`src/rtl/peripheral_pwm_multi.sv`:
```
// Multi-channel PWM peripheral on the J1 I/O bus: shared prescaled timebase, per-channel
// duty/enable/polarity, double-buffered period and duty, sticky period-done interrupt.
module peripheral_pwm_multi #(
    parameter int unsigned NCH = 3,
    parameter int unsigned CW  = 10,
    parameter int unsigned PW  = 8
) (
    input  logic           clk,
    input  logic           rst_n,
    input  logic [15:0]    d_in,
    input  logic           cs,
    input  logic [3:0]     addr,
    input  logic           rd,
    input  logic           wr,
    output logic [15:0]    d_out,
    output logic [NCH-1:0] pwm,
    output logic           irq
);

    logic           en_q, en_d;
    logic           irqen_q, irqen_d;
    logic [PW-1:0]  prescale_q, prescale_d;
    logic [PW-1:0]  pre_cnt_q, pre_cnt_d;
    logic [CW-1:0]  period_stg_q, period_stg_d;
    logic [CW-1:0]  period_sh_q, period_sh_d;
    logic [CW-1:0]  cnt_q, cnt_d;
    logic [NCH-1:0] chen_q, chen_d;
    logic [NCH-1:0] pol_q, pol_d;
    logic [CW-1:0]  duty_stg_q [NCH];
    logic [CW-1:0]  duty_stg_d [NCH];
    logic [CW-1:0]  duty_sh_q [NCH];
    logic [CW-1:0]  duty_sh_d [NCH];
    logic           done_q, done_d;
    logic           irq_q, irq_d;
    logic [NCH-1:0] pwm_q, pwm_d;
    logic [15:0]    d_out_q, d_out_d;
    logic [15:0]    rdata;

    logic wr_en, rd_en, tick, wrap, status_rd;
    logic unused_d_in;

    assign unused_d_in = ^d_in;
    assign wr_en       = cs & wr;
    assign rd_en       = cs & rd;
    assign status_rd   = rd_en && (addr == 4'h3);
    assign tick        = (pre_cnt_q == prescale_q);
    assign wrap        = en_q & tick & (cnt_q == period_sh_q);

    // Register writes
    always_comb begin
        en_d         = en_q;
        irqen_d      = irqen_q;
        prescale_d   = prescale_q;
        period_stg_d = period_stg_q;
        chen_d       = chen_q;
        pol_d        = pol_q;
        duty_stg_d   = duty_stg_q;
        if (wr_en) begin
            case (addr)
                4'h0: begin
                    en_d    = d_in[0];
                    irqen_d = d_in[1];
                end
                4'h1:    prescale_d   = d_in[PW-1:0];
                4'h2:    period_stg_d = d_in[CW-1:0];
                4'h4:    chen_d       = d_in[NCH-1:0];
                4'h5:    pol_d        = d_in[NCH-1:0];
                default: ;
            endcase
            for (int unsigned i = 0; i < NCH; i++) begin
                if (addr == 4'(6 + i)) duty_stg_d[i] = d_in[CW-1:0];
            end
        end
    end

    // Timebase and shadow loading; shadows always take the pre-edge staged value
    always_comb begin
        pre_cnt_d   = pre_cnt_q;
        cnt_d       = cnt_q;
        period_sh_d = period_sh_q;
        duty_sh_d   = duty_sh_q;
        if (!en_q) begin
            pre_cnt_d   = '0;
            cnt_d       = '0;
            period_sh_d = period_stg_q;
            duty_sh_d   = duty_stg_q;
        end else begin
            pre_cnt_d = tick ? '0 : pre_cnt_q + 1'b1;
            if (tick) begin
                if (cnt_q == period_sh_q) begin
                    cnt_d       = '0;
                    period_sh_d = period_stg_q;
                    duty_sh_d   = duty_stg_q;
                end else begin
                    cnt_d = cnt_q + 1'b1;
                end
            end
        end
    end

    // Outputs, status and read data
    always_comb begin
        done_d = wrap | (done_q & ~status_rd);
        irq_d  = done_q & irqen_q;
        for (int unsigned i = 0; i < NCH; i++) begin
            pwm_d[i] = (en_q & chen_q[i] & (cnt_q < duty_sh_q[i])) ^ pol_q[i];
        end
        rdata = '0;
        case (addr)
            4'h0:    rdata = {14'd0, irqen_q, en_q};
            4'h1:    rdata = 16'(prescale_q);
            4'h2:    rdata = 16'(period_stg_q);
            4'h3:    rdata = {15'd0, done_q};
            4'h4:    rdata = 16'(chen_q);
            4'h5:    rdata = 16'(pol_q);
            4'hF:    rdata = 16'(cnt_q);
            default: rdata = '0;
        endcase
        for (int unsigned i = 0; i < NCH; i++) begin
            if (addr == 4'(6 + i)) rdata = 16'(duty_stg_q[i]);
        end
        d_out_d = rd_en ? rdata : d_out_q;
    end

    always_ff @(posedge clk) begin
        if (!rst_n) begin
            en_q         <= 1'b0;
            irqen_q      <= 1'b0;
            prescale_q   <= '0;
            pre_cnt_q    <= '0;
            period_stg_q <= '0;
            period_sh_q  <= '0;
            cnt_q        <= '0;
            chen_q       <= '0;
            pol_q        <= '0;
            duty_stg_q   <= '{default: '0};
            duty_sh_q    <= '{default: '0};
            done_q       <= 1'b0;
            irq_q        <= 1'b0;
            pwm_q        <= '0;
            d_out_q      <= '0;
        end else begin
            en_q         <= en_d;
            irqen_q      <= irqen_d;
            prescale_q   <= prescale_d;
            pre_cnt_q    <= pre_cnt_d;
            period_stg_q <= period_stg_d;
            period_sh_q  <= period_sh_d;
            cnt_q        <= cnt_d;
            chen_q       <= chen_d;
            pol_q        <= pol_d;
            duty_stg_q   <= duty_stg_d;
            duty_sh_q    <= duty_sh_d;
            done_q       <= done_d;
            irq_q        <= irq_d;
            pwm_q        <= pwm_d;
            d_out_q      <= d_out_d;
        end
    end

    assign d_out = d_out_q;
    assign pwm   = pwm_q;
    assign irq   = irq_q;

endmodule

```
`config.mk`:
```
export PLATFORM = sky130hd
export DESIGN_NAME = peripheral_pwm_multi
export DESIGN_NICKNAME = d
export VERILOG_FILES = /design/src/rtl/peripheral_pwm_multi.sv
export SDC_FILE = /design/constraint.sdc
export NUM_CORES = 1
export LEC_CHECK = 0
export BUFFER_PORTS_ARGS = -buffer_cell sky130_fd_sc_hd__buf_2
export CAP_MARGIN = 20
export CORE_ASPECT_RATIO = 1.4
export CORE_MARGIN = 1
export CORE_UTILIZATION = 55
export DETAILED_ROUTE_END_ITERATION = 12
export GPL_TIMING_DRIVEN = 0
export PLACE_DENSITY = 0.76
export SETUP_SLACK_MARGIN = 0.1
export SLEW_MARGIN = 20
export SYNTH_ARGS = -nofsm -noshare
export SYNTH_HDL_FRONTEND = slang
export SYNTH_SLANG_ARGS = --single-unit
```
`constraint.sdc`:
```
create_clock -name clk -period 1.7 [get_ports clk]
set_input_delay 0.085 -clock clk [delete_from_list [all_inputs] [get_ports clk]]
set_output_delay 0.085 -clock clk [all_outputs]
set_load 0.05 [all_outputs]
```
; ---- Yosys cells after proc, flatten, opt, wreduce, memory -nomap -nowiden
; Cells that the tools add are included.
[totals]
reg_bits = 135
romBits = 0
ram_bits = 0
n_memories = 0
input_bits = 25
latch_bits = 0
wordCells = 80
output_inout_bits = 20
[classes]
mux = 11
reduce_logical = 13
eq_ne = 13
addsub = 2
div = 0
bitwise = 19
n_lt_le_gt_ge = 3
n_mul = 0
n_shift = 0
[op_table]
columns = cell, n
row1 = $mux 30, 3
row2 = $pmux 10 s7, 1
row3 = $mux 16, 3
row4 = $mux 10, 4
row5 = $lt 10x10->1, 3
row6 = $reduce_and 2->1, 10
row7 = $eq 4x3->1 const B, 4
row8 = $and 1x1->1, 12
row9 = $add 10x1->10 const B, 1
row10 = $eq 10x10->1, 1
row11 = $add 8x1->8 const B, 1
row12 = $eq 4x2->1 const B, 2
row13 = $eq 4x4->1 const B, 2
row14 = $eq 8x8->1, 1
row15 = $eq 4x1->1 const B, 1
row16 = $logic_not 4->1, 1
row17 = $ne 2x1->1 const B, 2
row18 = $not 1->1, 3
row19 = $reduce_or 3->1, 1
row20 = $xor 1x1->1, 3
row21 = $logic_and 1x1->1, 1
row22 = $or 1x1->1, 1

; ---- Depth between registers and ports, before layout
[logic_depth]
depth_word = 5
mapped_depth = 8
ltp_nobuf = 7

; ---- Worst setup path before layout
; OpenSTA, ideal clock, no wires.
[synth_timing]
path_type = flip-flop to flip-flop
startpoint = register cnt_q[3]
endpoint = register pwm_q[1], in the netlist pwm[1]
path_stages_with_launch = 7
period_less_slack_ns = 1.814
t_required_ns = 1.628
setup_slack_ns = -0.114
setup_time_ns = 0.072
arrival_time_ns = 1.742
path_buffers = 0
path_cell_list = dfxtp_1 ha_1 a211o_1 a21oi_1 o21ai_1 a2111oi_0 mux2i_1
[synth_via]
elab_chain_cells = 3
[synth_rtl]
columns = item, line
row1 = start: declaration, 26  ; logic [CW-1:0] cnt_q, cnt_d;
row2 = start signal: assignment, 149  ; cnt_q <= cnt_d;
row3 = $lt 10x10->1, 106  ; pwm_d[i] = (en_q & chen_q[i] & (cnt_q < duty_sh_q[i])) ^ pol_q[i];
row4 = $and 1x1->1, 106
row5 = $xor 1x1->1, 106
row6 = end signal: assignment, 156  ; pwm_q <= pwm_d;
row7 = end: declaration, 35  ; logic [NCH-1:0] pwm_q, pwm_d;
; No other way between the ends.
; A chain may end at the register's enable or synchronous reset.

; ---- Worst setup path after layout
[layout_timing]
startpoint = register cnt_q[3]
endpoint = register duty_sh_q[14] (netlist name)
[layout_via]
elab_chain_cells = 3
[layout_rtl]
columns = item, line
row1 = $eq 10x10->1, 90  ; if (cnt_q == period_sh_q) begin
row2 = $ne 2x1->1 (no line), -
row3 = $reduce_and 2->1 (no line), -
row4 = end signal: assignment, 153  ; duty_sh_q <= duty_sh_d;
row5 = end: declaration, 31  ; logic [CW-1:0] duty_sh_q [NCH];
; No other way between the ends.

==> out/results.ini <==
[outcome]
status = finished with violations
violations = negative setup slack

[setup_path]
reg2reg_depth = 7
reg2reg_slack_ns = -0.27
start_kind = flop
cp.required_ns = 2.01
critPathCaptureType = flop
r2r_end = duty_sh_q[14]
startpoint = cnt_q[3]
setup.worst_path.end = duty_sh_q[14]
cp.depth = 7
max_stage_delay_ns = 0.38
critPathBufInv = 3
cp_max_fo = 10
critical_path_class = reg2reg
slowest_stage = dfxtp_4
timing.rr.start = cnt_q[3]
path_cells = buf_8, xor2_2, nor4_4, nand3_4, buf_4, clkbuf_8, a211o_1
crit_family = simple AND/OR/NAND/NOR gates
arrival_ns = 2.29

[floorplan]
std_cell_rows = 49
ios = 45
die-area_mm2 = 0.01383
core_mm2 = 0.01294
die_y_um = 138.8
start_util = 0.5680
die_w_um = 99.69

[power_and_ir_drop]
combPwrFrac = 0.095
peakVddDrop_v = 0.0007564
p_int_mw = 5.495
clockPowerShare = 0.503
powerDensity_mw_per_mm2 = 829.5
p_leak_nw = 3.891
seq_power_share = 0.402
swShare = 0.2777
switching_power_mw = 2.113

[clocking]
ctsLongestPathBuffers = 2
cts.sinks = 129
cts_tree = built
insertion_delay_ns = 0.42
numCtsBuffers = 17
cts_max_level = 4
path_clk_slew_ns = 0.07
cts-root-buf = clkbuf_16

[timing]
slew_viol_final = 0
fin_crit_ns = 1.975
hold_viol = 0
slew_headroom = 0.5215
rsz0062_at_grt = true
finalSetupViolations = 54
hold_slack_ns = 0.005430
clock_skew_ns = 0.007953
worstMarginPinSlew_ns = 0.7178
layout_setup_ws_ns = -0.2748
period_share = 1.162
max_freq_mhz = 506.4

[drt]
wl_per_cell_um = 21.93
drt_iter0_drc = 814
wirelength_um = 25150
drt-pass1-iter-count = 6
via_per_inst = 6.480
route.detailed.drc = 0
vias = 7433
ant_nets = 0

[cells_and_area]
most-common-layout-cells = 106 x dfxtp_1, 99 x nand2_1, 60 x nor2_1
post-route-cell-area_mm2 = 0.009171
diodes = 0
area_growth_pct = 24.81
multi_input_area_mm2 = 0.004705
regArea_mm2 = 0.002634
final_nets = 1010
drive_gt1_frac = 0.2250
fillerInstances = 1016
final_common_cell = dfxtp_1

[synthesis]
yosysWarnings = 0
ys.flop_type = dfxtp_1
ys_async_sr_fraction = 0
netlist_area_mm2 = 0.007348
synth-seq-cells = 129
synth_cell_types = 58
avgSynthCellArea_um2 = 8.313
yosysSeqAreaShare = 0.3514
synth_edf_count = 0
synth_cells = 884

[grt]
grt_pass1_wl_um = 37000
antenna_found_initial = 0
grtUsageTotal = 0.3558
grt_overflow_total = 0
grt_max_degree = 17
grt_pass1_vias = 6808

[place]
globalplace.congestion = 1.025
dp_hpwl_um = 17610
place_area_mm2 = 0.007794
portBuffers = 28

[flow_run]
maxCapViolations = 0

[min_path]
hp-class = in2reg

[final cells by class]
type / count / area share
Timing Repair Buffer: 51 / 0.03943
Inverter: 34 / 0.01392
Clock buffer: 17 / 0.04638
Tap cell: 178 / 0.02428
Sequential cell: 129 / 0.2872
Multi-Input combinational cell: 642 / 0.5130
Buffer: 81 / 0.05553
Clock inverter: 15 / 0.02033
[worst min-delay path, stage by stage]
cell and delay (ns):
buf_2 0.17, nand2_1 0.07, a21oi_1 0.05
[power groups by stage]
| stage | clock, mW | sequential (mW) | combinational, mW |
|---|---|---|---|
| 4_1_cts | 3.83 | 3.06 | 0.636 |
| 3_3_place_gp | 0 | 3.14 | 0.586 |
| 2_1_floorplan | 0 | 3.17 | 0.361 |
| 6_report | 3.82 | 3.06 | 0.723 |
| 5_1_grt | 3.98 | 3.06 | 0.752 |
| 3_5_place_dp | 0 | 3.14 | 0.586 |
[per-stage QoR]
| stage | total power [mW] | setup WS (ns) | utilization | instances | setup TNS [ns] |
|---|---|---|---|---|---|
| 6_report | 7.608 | -0.2748 | 0.7090 | 1147 | -12.44 |
| 5_1_grt | 7.791 | -0.3499 | 0.7090 | 1147 | -15.67 |
| 4_1_cts | 7.529 | -0.2464 | 0.6775 | 1137 | -9.449 |
| 3_5_place_dp | 3.727 | -0.6308 | 0.6025 | 1095 | -30.31 |
| 3_3_place_gp | 3.726 | -0.6510 | 0.6025 | 1095 | -29.75 |
| 2_1_floorplan | 3.535 | 0.01960 | - | 889 | 0 |
[routing by layer]
layer  routed length, um  up-vias  track usage
met5                   0        -            0
met4                2146        0       0.2593
met3                2244      122      0.06653
met2               11910      440       0.5858
met1                8848     3499       0.4075
li1                    -     3372            -
[registers in the layout, summed over array words and instances, names as in the netlist, 8 cells and up]
name and count:
duty_sh_q 30, duty_stg_q 30, cnt_q 10, d_out 10, period_sh_q 10, period_stg_q 10
pre_cnt_q 8, prescale_q 8
[kinds of logic after synthesis]
family,synth area share
flops,0.3514
compound gates,0.1994
mux,0.07815
xor+xnor,0.02861
buf+inv,0.06930
other cells,0.0005103
simple gates,0.2232
fa+ha+maj,0.04938
[repair_timing]
item                                   in CTS  in global routing
cloned                                      0                  1
resized for setup                          71                 81
buffers inserted                            7                 11
endpoints found under the hold margin       5                  0
hold buffers                                4                  0
setup endpoints to repair                  67                 68
pin swaps                                   8                 11
[cells in the mapped netlist (all sizes together), types with 15 or more instances]
cell | count | area, um^2
xor2 | 15 | 131.4
a211o | 44 | 385.4
nor2 | 69 | 266.5
and3 | 19 | 118.9
nand2 | 101 | 379.1
o21ai | 20 | 100.1
buf | 35 | 197.7
a32o | 40 | 400.4
clkbuf | 49 | 183.9
inv | 34 | 127.6
mux2i | 54 | 540.5
nand3 | 26 | 135.1
a21oi | 29 | 145.1
nor3 | 72 | 360.4
dfxtp | 129 | 2582
ha | 29 | 362.9
[how the worst min path moves through the flow]
stage / start / to / slack (ns) / depth (start not counted)
finish: d_in[2] / duty_stg_q[2] / 0.005 / 3
global route: d_in[6] / duty_stg_q[6] / 0.01 / 3
CTS: d_in[6] / duty_stg_q[6] / 0.002 / 3
detailed placement: d_in[9] / duty_stg_q[9] / 0.40 / 3
global placement: d_in[9] / duty_stg_q[9] / 0.39 / 3
floorplan: d_in[3] / duty_stg_q[3] / 0.22 / 2
Note: power is estimated with default switching activity, not from simulation.
